[src/rtl/mult_seq_ctrl.sv]
// Sequential shift-add multiplier: one shared 2*WIDTH-bit adder stepped over the multiplier bits.
// Define EARLY_TERM_EN to finish as soon as the remaining multiplier bits are all zero.
module mult_seq_ctrl #(
    parameter int unsigned WIDTH = 4
) (
    input  logic                 clk,
    input  logic                 rst_n,
    input  logic                 start,
    input  logic [WIDTH-1:0]     a,
    input  logic [WIDTH-1:0]     b,
    output logic                 busy,
    output logic                 done,
    output logic [2*WIDTH-1:0]   product
);

    localparam int unsigned CW = $clog2(WIDTH) + 1;

    typedef enum logic [1:0] {
        IDLE,
        RUN,
        DONE
    } state_t;

    state_t                 state;
    logic [2*WIDTH-1:0]     a_sh;
    logic [2*WIDTH-1:0]     acc;
    logic [2*WIDTH-1:0]     acc_next;
    logic [WIDTH-1:0]       b_sh;
    logic [CW-1:0]          cnt;
    logic                   last;

    // product is loaded from acc_next so it is already valid in the done cycle
    always_comb begin
        acc_next = acc;
        if (b_sh[0]) begin
            acc_next = acc + a_sh;
        end
    end

    always_comb begin
        last = (cnt == CW'(WIDTH - 1));
`ifdef EARLY_TERM_EN
        if (b_sh[WIDTH-1:1] == '0) begin
            last = 1'b1;
        end
`endif
    end

    always_ff @(posedge clk) begin
        if (!rst_n) begin
            state   <= IDLE;
            busy    <= 1'b0;
            done    <= 1'b0;
            product <= '0;
            acc     <= '0;
            cnt     <= '0;
            a_sh    <= '0;
            b_sh    <= '0;
        end else begin
            case (state)
                IDLE, DONE: begin
                    done <= 1'b0;
                    if (start) begin
                        a_sh  <= {{WIDTH{1'b0}}, a};
                        b_sh  <= b;
                        acc   <= '0;
                        cnt   <= '0;
                        busy  <= 1'b1;
                        state <= RUN;
                    end else begin
                        busy  <= 1'b0;
                        state <= IDLE;
                    end
                end
                RUN: begin
                    acc  <= acc_next;
                    a_sh <= a_sh << 1;
                    b_sh <= b_sh >> 1;
                    cnt  <= cnt + CW'(1);
                    if (last) begin
                        busy    <= 1'b0;
                        done    <= 1'b1;
                        product <= acc_next;
                        state   <= DONE;
                    end
                end
                default: begin
                    busy  <= 1'b0;
                    done  <= 1'b0;
                    state <= IDLE;
                end
            endcase
        end
    end

endmodule
[config.mk]
export PLATFORM = sky130hd
export DESIGN_NAME = mult_seq_ctrl
export DESIGN_NICKNAME = d
export VERILOG_FILES = /design/src/rtl/mult_seq_ctrl.sv
export SDC_FILE = /design/constraint.sdc
export NUM_CORES = 1
export LEC_CHECK = 0
export ABC_AREA = 1
export CORE_MARGIN = 10
export CORE_UTILIZATION = 49
export DETAILED_ROUTE_END_ITERATION = 10
export PLACE_DENSITY = 0.79
export SETUP_SLACK_MARGIN = 0.5
export SLEW_MARGIN = 20
export SYNTH_ARGS = -nofsm -noshare
export SYNTH_HDL_FRONTEND = slang
export SYNTH_SLANG_ARGS = --single-unit
[constraint.sdc]
create_clock -name clk -period 1.45 [get_ports clk]
set_input_delay 0.145 -clock clk [delete_from_list [all_inputs] [get_ports clk]]
set_output_delay 0.145 -clock clk [all_outputs]
set_load 0.005 [all_outputs]
# Word level (Yosys, flattened, before mapping)
# Cells that the tools add are included.
# W data, S select, Z words.
# word_totals
ff_bits	35
input_bits	11
output_inout_bits	10
wordCells	36
# classes
n_addsub	2
n_eq_ne	5
n_mux	15
reduce_logical	6
# ops
op	n
$pmux W8 S2	2
$mux W8	3
$add A8 B8 Y8	1
$pmux W4 S2	1
$pmux W3 S2	1
$reduce_and A2 Y1	3
$mux W4	1
$ne A2 B2 Y1 const B	2
$pmux W2 S2	1
$add A3 B1 Y3 const B	1
$eq A3 B2 Y1 const B	1
$mux W1	3
$mux W3	1
$eq A2 B1 Y1 const B	1
$eq A2 B2 Y1 const B	1
$logic_not A2 Y1	1
$mux W2	1
$pmux W1 S2	1
$reduce_bool A2 Y1	1
$reduce_or A2 Y1	1

# Logic depth before layout (Yosys ltp)
# logic_depth
word_depth	4
depth_mapped	12
ltp_nobuf	12

# Worst setup path before layout
# No wires, ideal clock.
# synth_timing
kind	register -> register
from	register a_sh[0]
to	register product[6]
setup_ns	0.109
t_arrival_ns	1.490
required_time_ns	1.341
path_slack_ns	-0.148
path_stages_with_launch	13
n_path_buf	0
synth_period_minus_slack_ns	1.598
path_cell_list	dfxtp_1 ha_1 fa_1 nand2_1 nand2_1 nand3b_1 nand2_1 nand2_1 nand3_1 nand2_1 nand2_1 nand2_1 inv_1
# synth_between
elab_chain_len	2
# synth_lines
element	line_no	source
start, declared	25	logic [2*WIDTH-1:0] a_sh;
start signal, assigned	64	a_sh <= {{WIDTH{1'b0}}, a};
start signal, assigned	77	a_sh <= a_sh << 1;
$add A8 B8 Y8	36	acc_next = acc + a_sh;
$mux W8	35	if (b_sh[0]) begin
end signal, assigned	83	product <= acc_next;
end, declared	13	output logic [2*WIDTH-1:0] product
# Every way passes these cells.
# A chain may end at the register's enable or synchronous reset.

# Worst setup path after layout
# layout_timing
from	register acc[0]
to	register product[6]
# layout_between
elab_chain_len	2
# layout_lines
element	line_no	source
start, declared	26	logic [2*WIDTH-1:0] acc;
start signal, assigned	76	acc <= acc_next;
$add A8 B8 Y8	36	
$mux W8	35	
# Every way passes these cells.

==> flow_metrics.tcl <==
set metrics [dict create \
    status "finished, violations left" \
    violations "setup timing" \
    grt_max_degree 16 \
    maxSlewHeadroom_pct 79.9 \
    first_pass_iters 4 \
    synthesis.nets 255 \
    syn_avg_cell_area_um2 7.65 \
    criticalPathCategory "flip-flop to flip-flop" \
    cts_buffers 5 \
    worst_pin_slew_ns 0.302 \
    clock_path_buffers 2 \
    drc 0 \
    period_needed_ns 1.67 \
    grt.overflow.total 0 \
    dieArea_um2 6470 \
    clk_latency_ns 0.30 \
    grtUsageTotal_pct 18.2 \
    clk_root_buffer_cell "clkbuf_8" \
    slew_viol_final 0 \
    grt_pass1_wl_um 9190 \
    worstPathRequired_ns 1.65 \
    num_vias 1866 \
    wl_per_cell_um 17.3 \
    finalClockSkew_ns 0.00606 \
    power.density_nw_per_um2 897 \
    postCtsHoldBufs 0 \
    finalHoldViolCount 0 \
    switchingPower_mw 0.837 \
    setup_viol 10 \
    p_int_mw 1.68 \
    netlist_instances 234 \
    rsz0062_at_grt "yes" \
    pwr-share-comb_pct 28.8 \
    pre_cts_ws_ns -0.208 \
    start_kind "flip-flop" \
    ys_ff_latch 35 \
    port_buffers 20 \
    dp_cells 309 \
    vias_per_cell 5.52 \
    fmax_mhz 600 \
    ys.warnings.count 0 \
    drive_gt1_share_pct 52.7 \
    leakage_nw 1.15 \
    hold_class "input pin to flip-flop" \
    cts_tree "done" \
    rows 21 \
    worst_slack_ns -0.215 \
    routed_wl_um 5860 \
    p_clk_share_pct 28.1 \
    critPathArrivalTime_ns 1.86 \
    htree_num_levels 2 \
    wl_met3_um 292 \
    antenna_cells 0 \
    dpl.hpwl_um 3280 \
    grt_antenna_before_repair 0 \
    max_cap_violations 0 \
    fp.dieH_um 80.4 \
    whs_ns 0.440 \
    ioPinCount 21 \
    synthesis.area_um2 1790 \
    yosysSeqAreaShare_pct 39.2 \
    wl_met1_um 2190 \
    wl_met2_um 3160 \
    numClockSinks 35 \
    instances_no_fill 338 \
    highest_layer "met4" \
    drtAntennaViolNets 0 \
    start_util_pct 52.0 \
    power_frac_seq_pct 43.0 \
    sw_frac_of_total_pct 33.2 \
    drt-initial-drc-count 132 \
    finalCritPeriodShare_pct 115 \
    grt_pass1_vias 1944 \
    fin_nets 312 \
    yosysUniqueCellTypes 32 \
    die-width_um 80.4 \
    cp-end-kind "flip-flop" \
    gp_congestion 0.836 \
    core_um2 3440 \
    area_delta_synth_final_pct 56.9 \
    peakVddDrop_v 0.000651 \
    crit_path_max_fanout 3 \
    path_clk_slew_ns 0.07 \
]
-- final timing paths --
| check | slack (ns) | cells after the start | start | end |
|---|---|---|---|---|
| worst min-delay path | 0.44 | 3 | b[3] | b_sh[3]$_SDFFE_PN0P_ |
| worst max register to register | -0.22 | 12 | acc[0]$_SDFFE_PN0P_ | product[6]$_SDFFE_PN0P_ |
| worst min register to register | 0.49 | 2 | cnt[1]$_SDFFE_PN0P_ | cnt[1]$_SDFFE_PN0P_ |
| worst max-delay path | -0.22 | 12 | acc[0]$_SDFFE_PN0P_ | product[6]$_SDFFE_PN0P_ |
-- cells by family (layout without fill, tap and decap cells) --
family / after synthesis / count (layout) / share of synthesized area, %
AO/OA/AOI/OAI: 42 / 42 / 14.9
flip-flops: 35 / 35 / 39.2
AND/OR/NAND/NOR: 113 / 115 / 29.2
buffers and inverters: 33 / 89 / 8.81
XOR/XNOR: 1 / 1 / 0.490
adder cells (fa/ha/maj): 10 / 10 / 7.41
-- worst max-delay path, stage by stage, from the launching register on --
cell and delay [ns]:
dfxtp_2 0.34, ha_4 0.16, fa_2 0.35, nand2_2 0.10, nand2_2 0.07, nand3b_1 0.11, nand2_1 0.07, nand2_1 0.08
nand3_2 0.08, nand2_1 0.07, nand2_1 0.04, nand2_1 0.06, inv_1 0.03
-- cell usage after synthesis (all sizes together) --
library cell  instances  area share (%)
dfxtp                35              39
o221ai                5             2.4
fa                    1             1.1
or2                   6             2.1
buf                   6             2.9
o21ai                 7             2.0
o21a                  5             2.1
nand3                18             5.0
nand3b                3             1.3
xnor2                 1            0.49
nand2                67              16
nor2                 13             3.6
o211ai                3             1.3
inv                  24             5.3
ha                    9             6.3
clkinv                1            0.21
clkbuf                2            0.42
a211oi                1            0.42
o32ai                 2            0.98
o22ai                 1            0.70
nor3                  6             1.7
a21oi                18             5.0
-- what timing repair did --
item                                    4_1_cts  5_1_grt
cloned                                        4        0
buffers inserted                             14        3
resized for setup                            91       34
pin swaps                                    20       12
endpoints found under the setup margin       45       36
-- area by class of cell --
| type | instances | area, µm² |
|---|---|---|
| multi-input combinational | 168 | 1330 |
| sequential | 35 | 736 |
| fill | 196 | 634 |
| timing repair buffer | 54 | 452 |
| inverter | 25 | 119 |
| clock buffer | 6 | 72.6 |
| tap | 46 | 57.6 |
| timing repair inverter | 2 | 25.0 |
| clock inverter | 2 | 12.5 |
-- layer usage --
metal	vias up	track usage, %
li1	895	-
met1	885	19.6
met2	64	31.7
met3	22	3.90
met4	0	10.7
met5	-	0
-- power by group through the flow --
| stage | registers, mW | clock network [mW] | logic [mW] |
|---|---|---|---|
| 6_report | 1.08 | 0.709 | 0.726 |
| 5_1_grt | 1.09 | 0.731 | 0.775 |
| 4_1_cts | 1.08 | 0.705 | 0.650 |
| 3_5_place_dp | 1.09 | 0 | 0.459 |
| 3_3_place_gp | 1.08 | 0 | 0.447 |
| 2_1_floorplan | 1.07 | 0 | 0.339 |
-- stage by stage --
stage               TNS [ns]  area, µm²  utilization [%]  power [mW]
CTS                   -0.602       2660             77.1        2.43
finish                -0.965       2810             81.6        2.52
global route           -2.10       2810             81.6        2.60
detailed placement    -0.763       2260             65.8        1.55
global placement      -0.503       2260             65.8        1.53
floorplan             -0.105       1940                -        1.41
-- flip-flops by register name (all words and copies together), names as in the netlist --
| name | count |
|---|---|
| busy | 1 |
| cnt | 3 |
| acc | 8 |
| a_sh | 8 |
| done | 1 |
| b_sh | 4 |
| product | 8 |
| state | 2 |
-- layout by cell type (no fill, tap or decap), drive strengths merged --
| cell type | Yosys | layout |
|---|---|---|
| inv | 24 | 25 |
| ha | 9 | 9 |
| dfxtp | 35 | 35 |
| o32ai | 2 | 2 |
| o221ai | 5 | 5 |
| a21oi | 18 | 18 |
| nand2 | 67 | 68 |
| nor2 | 13 | 14 |
| nor3 | 6 | 6 |
| clkdlybuf4s15 | 0 | 1 |
| o21a | 5 | 5 |
| nand3 | 18 | 18 |
| o22ai | 1 | 1 |
| clkdlybuf4s50 | 0 | 10 |
| a211oi | 1 | 1 |
| nand3b | 3 | 3 |
| xnor2 | 1 | 1 |
| clkinv | 1 | 3 |
| fa | 1 | 1 |
| clkinvlp | 0 | 1 |
| o211ai | 3 | 3 |
| o21ai | 7 | 7 |
| clkbuf | 2 | 6 |
| or2 | 6 | 6 |
| buf | 6 | 43 |
No activity file was read; power rests on OpenSTA's default activity.
